==> src/rtl/cla_pipe_addsub.sv <==
// rtl/cla_pipe_addsub.sv - pipelined carry-look-ahead adder/subtractor, one CLA group per stage
module cla_pipe_addsub #(
   parameter int WIDTH = 16,
   parameter int GROUP = 4
) (
   input  logic             clk,
   input  logic             rst_n,
   input  logic             in_valid,
   output logic             in_ready,
   input  logic [WIDTH-1:0] x,
   input  logic [WIDTH-1:0] y,
   input  logic             sub,
   input  logic             cin,
   output logic             out_valid,
   input  logic             out_ready,
   output logic [WIDTH-1:0] z,
   output logic             carry,
   output logic             zero,
   output logic             parity,
   output logic             sign,
   output logic             overflow
);
   localparam int NSTG = WIDTH / GROUP;

   logic [NSTG-1:0]            v_q, v_d;
   logic [NSTG-1:0]            c_q, c_d;
   logic [NSTG-1:0][WIDTH-1:0] x_q, x_d;
   logic [NSTG-1:0][WIDTH-1:0] y_q, y_d;
   logic [NSTG-1:0][WIDTH-1:0] s_q, s_d;
   logic                       zero_q, zero_d;
   logic                       parity_q, parity_d;
   logic                       ovf_q, ovf_d;

   logic                       adv;
   logic [WIDTH-1:0]           src_x, src_y, sum;
   logic [GROUP:0]             grp;

   // Returns {carry_out, sum}; every internal carry is a flat sum of products
   // of generate/propagate terms so nothing ripples inside the group.
   function automatic logic [GROUP:0] cla_group(input logic [GROUP-1:0] a,
                                                input logic [GROUP-1:0] b,
                                                input logic             ci);
      logic [GROUP-1:0] g, p;
      logic [GROUP:0]   c;
      logic             term;
      g = a & b;
      p = a ^ b;
      c = '0;
      c[0] = ci;
      for (int i = 0; i < GROUP; i++) begin
         c[i+1] = ci;
         for (int j = 0; j <= i; j++) c[i+1] = c[i+1] & p[j];
         for (int j = 0; j <= i; j++) begin
            term = g[j];
            for (int m = j + 1; m <= i; m++) term = term & p[m];
            c[i+1] = c[i+1] | term;
         end
      end
      return {c[GROUP], p ^ c[GROUP-1:0]};
   endfunction

   always_comb begin
      adv      = ~v_q[NSTG-1] | out_ready;
      v_d      = v_q;
      c_d      = c_q;
      x_d      = x_q;
      y_d      = y_q;
      s_d      = s_q;
      zero_d   = zero_q;
      parity_d = parity_q;
      ovf_d    = ovf_q;

      src_x = x;
      src_y = sub ? ~y : y;
      sum   = '0;
      grp   = cla_group(src_x[GROUP-1:0], src_y[GROUP-1:0], sub | cin);
      sum[GROUP-1:0] = grp[GROUP-1:0];
      if (adv) begin
         v_d[0] = in_valid;
         c_d[0] = grp[GROUP];
         x_d[0] = src_x;
         y_d[0] = src_y;
         s_d[0] = sum;
      end

      // Lower sum slices ride along with the operands so the full result lands together.
      for (int k = 1; k < NSTG; k++) begin
         src_x = x_q[k-1];
         src_y = y_q[k-1];
         sum   = s_q[k-1];
         grp   = cla_group(src_x[k*GROUP +: GROUP], src_y[k*GROUP +: GROUP], c_q[k-1]);
         sum[k*GROUP +: GROUP] = grp[GROUP-1:0];
         if (adv) begin
            v_d[k] = v_q[k-1];
            c_d[k] = grp[GROUP];
            x_d[k] = src_x;
            y_d[k] = src_y;
            s_d[k] = sum;
         end
      end

      if (adv) begin
         zero_d   = (sum == '0);
         parity_d = ~^sum;
         ovf_d    = (src_x[WIDTH-1] & src_y[WIDTH-1] & ~sum[WIDTH-1]) |
                    (~src_x[WIDTH-1] & ~src_y[WIDTH-1] & sum[WIDTH-1]);
      end
   end

   always_ff @(posedge clk) begin
      if (!rst_n) begin
         v_q      <= '0;
         c_q      <= '0;
         x_q      <= '0;
         y_q      <= '0;
         s_q      <= '0;
         zero_q   <= 1'b0;
         parity_q <= 1'b1;
         ovf_q    <= 1'b0;
      end else begin
         v_q      <= v_d;
         c_q      <= c_d;
         x_q      <= x_d;
         y_q      <= y_d;
         s_q      <= s_d;
         zero_q   <= zero_d;
         parity_q <= parity_d;
         ovf_q    <= ovf_d;
      end
   end

   assign in_ready  = adv;
   assign out_valid = v_q[NSTG-1];
   assign z         = s_q[NSTG-1];
   assign carry     = c_q[NSTG-1];
   assign zero      = zero_q;
   assign parity    = parity_q;
   assign sign      = s_q[NSTG-1][WIDTH-1];
   assign overflow  = ovf_q;
endmodule

==> config.mk <==
export PLATFORM = sky130hd
export DESIGN_NAME = cla_pipe_addsub
export DESIGN_NICKNAME = d
export VERILOG_FILES = /design/src/rtl/cla_pipe_addsub.sv
export SDC_FILE = /design/constraint.sdc
export NUM_CORES = 1
export LEC_CHECK = 0
export BUFFER_PORTS_ARGS = -buffer_cell sky130_fd_sc_hd__clkbuf_2
export CAP_MARGIN = 20
export CORE_MARGIN = 5
export CORE_UTILIZATION = 57
export CTS_CLUSTER_DIAMETER = 60
export DETAILED_ROUTE_END_ITERATION = 16
export PLACE_DENSITY = 0.79
export RECOVER_POWER = 25
export SETUP_SLACK_MARGIN = 0.02
export SYNTH_ARGS = -nofsm -noshare
export SYNTH_HDL_FRONTEND = slang
export SYNTH_SLANG_ARGS = --single-unit
==> constraint.sdc <==
create_clock -name clk -period 3.03 [get_ports clk]
set_input_delay 0.606 -clock clk [delete_from_list [all_inputs] [get_ports clk]]
set_output_delay 0.606 -clock clk [all_outputs]
set_load 0.005 [all_outputs]
==> impl_results.md, run 1 <==
- GPL Wtd Cong: 0.785
- Worst Hold Class: flip-flop to flip-flop
- Post-DP HPWL: 6400 microns
- Core area: 7690 sq um
- CTS max path bufs: 2
- Chip Width: 98.7 microns
- IO Count: 61
- Max Cap Violations: 0
- Grt ovf: 0
- DRT Pass-1 Iters: 7
- DR vias/cell: 5.24
- Clk Tree Root Cell: clkbuf_8
- CTS tree: yes
- Worst rel slew slack: 40.6%
- Avg Inst Size Synth: 8.24 sq um
- Postcts setup bufs: 0
- Setup TNS: 0 ns
- Syn Inst Count: 544
- Clock sink count: 99
- Largest net degree at the start of global routing: 49
- Die Area: 9740 sq um
- Worst Setup End Kind: flip-flop
- Primary FF master, synth: dfxtp_1
- Filler cells: 692
- Cts hold-fix bufs: 0
- Port Buffer Count: 60
- Max Fclk: 0.368 GHz
- Critical path type: flip-flop to flip-flop
- Gr busiest metal: met2
- Area grow syn2layout: 8.85%
- Final setup viols: 0
- Clk_skew: 0.0115 ns
- DR DRC count: 0
- GRT Overall Usage: 19.1%
- Initial Utilization: 58.3%
- Min Tclk post-route: 2.72 ns
- Via count: 3562
- Num CTS Buffers: 9
- CP arrival: 2.99 ns
- Nets: 643
- Overall Power: 0.00259 W
- Worst slew pin tran: 0.892 ns
- Worst-path clk slew: 0.10 ns
- Routed WL: 8990 microns
- CP Max Fanout: 4
- Row count: 32
- Clk_lat worst skew: 0.37 ns
- ANT nets after route: 0
- Ant. Diodes: 0
- Max Slew Vio Count: 0
- Vias in the first global route: 3405
- Wirelength per Cell: 13.2 microns
- Mapped Nets: 614
- Flip-flop and latch count after synthesis: 99
- Period utilisation layout: 89.8%
- Post-synth EDFFs: 0
- First-pass GRT wire length: 15500 microns
- Die Y: 98.7 microns
- Fraction of layout cells with a size suffix above 1: 13.8%
- H-Tree Depth: 3
- Required time worst endpoint: 3.30 ns
- Seq/Total Area, Yosys: 44.2%
- CTS-repair resized insts: 0
- Status: finished, final reports clean
- P_leak: 2.07 nW
- Final Hold Vio Count: 0
- Initial antenna violation count: 0
- Post-synth ARST share: 0%
- Pwr Density: 531 nW/um^2
- Type of origin of the critical path: flip-flop
- Met3 GRT Util: 4.60%
- Met1 Usage GRT: 25.4%
- Synth warnings: 0
- Global Route met2 Usage: 31.3%
- Synth Cell Area: 4480 sq um
- Maximum vdd drop: 0.219 mV
- Synth cell types: 36
- 1st-iter DRT viols: 224
- Setup repair after global routing missed its margin: false
==> cell usage after synthesis, types with 2 or more instances <==
master    count  area share [%]
nor2_1       29             2.4
o21ai_0       8            0.89
a21oi_1      78             8.7
or4_1         2            0.33
xnor3_1       2             1.0
buf_4        16             2.7
buf_2         4            0.45
and2_1        2            0.28
o21a_1        7             1.2
inv_1        24             2.0
ha_1         28             7.8
nor3_1        6            0.67
clkbuf_1     23             1.9
nand2_1     144              12
nand3_1       3            0.33
buf_1         6            0.50
a221oi_1      2            0.39
a211oi_1     16             2.7
inv_2         2            0.17
or3_1         4            0.56
dfxtp_1      99              44
xor2_1        6             1.2
and4_1        2            0.39
xnor2_1      16             3.1
fa_1          4             1.8
==> final cells by class <==
class	instances	area (sq um)	share of cell area, %
inverters	26	97.6	2.00
clock inverters	6	50.0	1.03
clock buffers	10	128	2.62
repair buffers	67	340	6.97
well taps	102	128	2.62
flip-flops and latches	99	1980	40.6
multi-input cells	370	2150	44.2
==> placed cells by master (no fill, tap or decap) <==
cell / count
nand2_1: 144
dfxtp_1: 99
a21oi_1: 78
clkbuf_2: 56
nor2_1: 29
ha_1: 28
inv_1: 25
xnor2_1: 16
a211oi_1: 16
clkbuf_8: 9
o21ai_0: 8
o21a_1: 7
clkbuf_1: 7
xor2_1: 6
nor3_1: 6
buf_4: 5
or3_1: 4
fa_1: 4
nand3_1: 3
and2_1: 2
a221oi_1: 2
and4_1: 2
xnor3_1: 2
or4_1: 2
clkinvlp_4: 2
inv_6: 2
clkinv_4: 2
nor2b_1: 1
or2_2: 1
inv_2: 1
o211a_1: 1
a211oi_2: 1
a21o_1: 1
nor3_4: 1
nand4_1: 1
o41ai_1: 1
o2111a_1: 1
a31oi_1: 1
mux2i_1: 1
==> layer usage <==
metal  up-vias  wire (microns)
met5         -               0
met4         0              83
met3        12             424
met2        81            4310
met1      1639            4170
li1       1830               -
==> sequential cells by signal, summed over array words and instances, names as in the netlist <==
signal,count
y_q,20
v_q,4
src_y,4
z,16
zero,1
s_q,24
overflow,1
parity,1
src_x,4
x_q,20
c_q,4
==> stage by stage <==
stage / area [sq um] / utilization, % / std cells / setup WS, ns / hold WS (ns)
4_1_cts: 4900 / 63.7 / 680 / 0.308 / 0.444
6_report: 4880 / 63.5 / 680 / 0.310 / 0.452
3_5_place_dp: 4720 / 61.4 / 664 / 0.370 / 0.445
3_3_place_gp: 4720 / 61.4 / 664 / 0.445 / 0.438
2_1_floorplan: 4480 / - / 544 / 0.428 / 0.432
5_1_grt: 4880 / 63.5 / 680 / 0.204 / 0.441
==> where the power goes <==
group | internal, W | switching, W | total (W)
Combinational | 0.000182 | 0.000190 | 0.000372
Clock | 0.000307 | 0.000464 | 0.000771
Sequential | 0.00139 | 0.0000542 | 0.00145
Total | 0.00188 | 0.000708 | 0.00259
==> worst max-delay path: stages, from the launching register on <==
cell and delay (ns):
dfxtp_1 0.35, fa_1 0.44, xnor2_1 0.22, ha_1 0.27
xor2_1 0.19, xnor3_1 0.48, or4_1 0.47, and4_1 0.19
==> kinds of logic after synthesis <==
logic type               Yosys count  share of synthesized area [%]
buffers and inverters             75                           7.73
adder cells (fa/ha/maj)           32                           9.60
multiplexers                       1                          0.223
AO/OA/AOI/OAI                    117                           15.1
flip-flops                        99                           44.2
AND/OR/NAND/NOR                  196                           17.8
XOR/XNOR                          24                           5.30
==> final timing paths <==
check | from | depth (start not counted) | slack [ns] | endpoint
worst max-delay path | c_q[2] | 7 | 0.31 | parity
worst min-delay path | z[10] | 2 | 0.45 | z[10]
worst max register to register | c_q[2] | 7 | 0.31 | parity
worst min register to register | z[10] | 2 | 0.45 | z[10]
(Power assumes the default switching activity.)
==> run 2, diff against run 1 <==
BUFFER_PORTS_ARGS = not set   (was -buffer_cell sky130_fd_sc_hd__clkbuf_2)
CORE_UTILIZATION = 55   (was 57)
DONT_BUFFER_PORTS = 1   (was not set)
PLACE_DENSITY = 0.7   (was 0.79)
SLEW_MARGIN = 25   (was not set)
==> run 2 against run 1 <==
Utilization down 6.5 points. Highest routed layer unchanged. Final cell count fell by 8.7%. Sequential share of layout area is 2.4 points higher. Sequential power about the same. Wire length shrank 6.2%. Global-route usage is 1.0 points lower. Hold slack worse by 0.10 ns. The flow now finishes with violations (capacitance limit, slew limit). Via count fell by 7.4%. Critical path depth is the same.
==> impl_results.md, run 2 (same netlist as run 1, synthesis figures left out) <==
- Core area: 8090 sq um
- Failing checks: capacitance limit, slew limit
- Setup TNS: 0 ns
- Critical path type: flip-flop to flip-flop
- Chip Width: 100 microns
- Global Route met2 Usage: 28.2%
- Die Area: 10100 sq um
- Commonest non-fill, non-tap cell in the layout: nand2_1
- Register area: 1980 sq um
- Die Y: 100 microns
- Ant. Diodes: 0
- Via count: 3297
- Clk_lat worst skew: 0.37 ns
- Routed WL: 8440 microns
- Nets: 581
- CTS tree: yes
- GRT Overall Usage: 18.1%
- Clk_skew: 0.0135 ns
- First-pass GRT wire length: 14500 microns
- CP arrival: 2.97 ns
- Met1 Usage GRT: 22.9%
- Required time worst endpoint: 3.30 ns
- Status: finished, violations left
- GPL Wtd Cong: 0.761
- Grt ovf: 0
- CTS max path bufs: 2
- Num CTS Buffers: 9
- Maximum vdd drop: 0.212 mV
- Type of origin of the critical path: flip-flop
- Vias in the first global route: 3181
- Worst Hold Class: input pin to flip-flop
- Gr busiest metal: met2
- DRT Pass-1 Iters: 4
- Area grow syn2layout: 2.85%
- Filler cells: 790
- Post-layout util: 57.0%
- 1st-iter DRT viols: 178
- P_leak: 1.84 nW
- Cts hold-fix bufs: 0
- Final Hold Vio Count: 0
- Setup repair after global routing missed its margin: false
- Worst slew pin tran: 1.74 ns
- Initial Utilization: 55.4%
- Worst-path clk slew: 0.09 ns
- Largest reg by FF count: s_q
- Min Tclk post-route: 2.70 ns
- Met3 GRT Util: 5.42%
- Period utilisation layout: 89.1%
- Port Buffer Count: 0
- DR DRC count: 0
- Final worst-path setup slack: 0.329 ns
- Worst Setup End Kind: flip-flop
- Row count: 33
- Max Fclk: 0.370 GHz
- Most frequent cells in the layout: nand2_1 (144), dfxtp_1 (99), a21oi_1 (78)
- DP Worst Slack: 0.382 ns
- Final setup viols: 0
- Worst rel slew slack: -16.0%
- Max Cap Violations: 1
- Max Slew Vio Count: 91
- Largest net degree at the start of global routing: 91
- ANT nets after route: 0
- Fraction of layout cells with a size suffix above 1: 4.84%
- Clk Tree Root Cell: clkbuf_8
- CP Max Fanout: 4
- Initial antenna violation count: 0
- IO Count: 61
- DR vias/cell: 5.31
- Clock sink count: 99
- Postcts setup bufs: 0
- H-Tree Depth: 3
- Largest regs: s_q: 24 flops, x_q: 20 flops, y_q: 20 flops
- Largest register FFs: 24
- Post-DP HPWL: 5980 microns
- CTS-repair resized insts: 0
- Multi-input gate area: 2150 sq um
- Wirelength per Cell: 13.6 microns
- Pwr Density: 576 nW/um^2
[run 2: where the power goes]
group          total [W]  switching (W)  internal (W)  leakage (nW)
Combinational   0.000319       0.000163      0.000156         0.929
Clock           0.000885       0.000473      0.000412        0.0971
Sequential       0.00145      0.0000578       0.00139         0.814
[run 2: path summary, 6_finish.rpt]
check	from	endpoint	slack, ns	cells after the start
setup reg to reg	c_q[2]	parity	0.33	7
hold reg to reg	y_q[15]	y_q[31]	0.45	2
setup / recovery	c_q[2]	parity	0.33	7
hold / removal	rst_n	zero	0.35	1
[run 2: critical path: stages (launching register included)]
cell     delay, ns
dfxtp_1       0.35
fa_1          0.44
xnor2_1       0.25
ha_1          0.28
xor2_1        0.15
xnor3_1       0.46
or4_1         0.48
and4_1        0.20
[run 2: stage by stage]
step	hold slack, ns	cells	total power [W]	instance area (sq um)
5_1_grt	0.337	621	0.00280	4610
4_1_cts	0.338	621	0.00269	4630
3_5_place_dp	0.444	605	0.00180	4420
2_1_floorplan	0.432	544	0.00174	4480
6_report	0.353	621	0.00265	4610
3_3_place_gp	0.439	605	0.00179	4420
[run 2: layout make-up]
type / count / share of cell area, %
tap: 105 / 2.85
clock inverter: 6 / 1.57
inverter: 26 / 2.12
multi-input combinational: 370 / 46.7
timing repair buffer: 5 / 0.760
sequential: 99 / 43.0
clock buffer: 10 / 2.99
[run 2: routing by layer]
metal	up-vias	share of wire, %
met5	-	0
li1	1706	-
met4	0	2.5
met3	15	5.3
met2	61	47
met1	1515	45
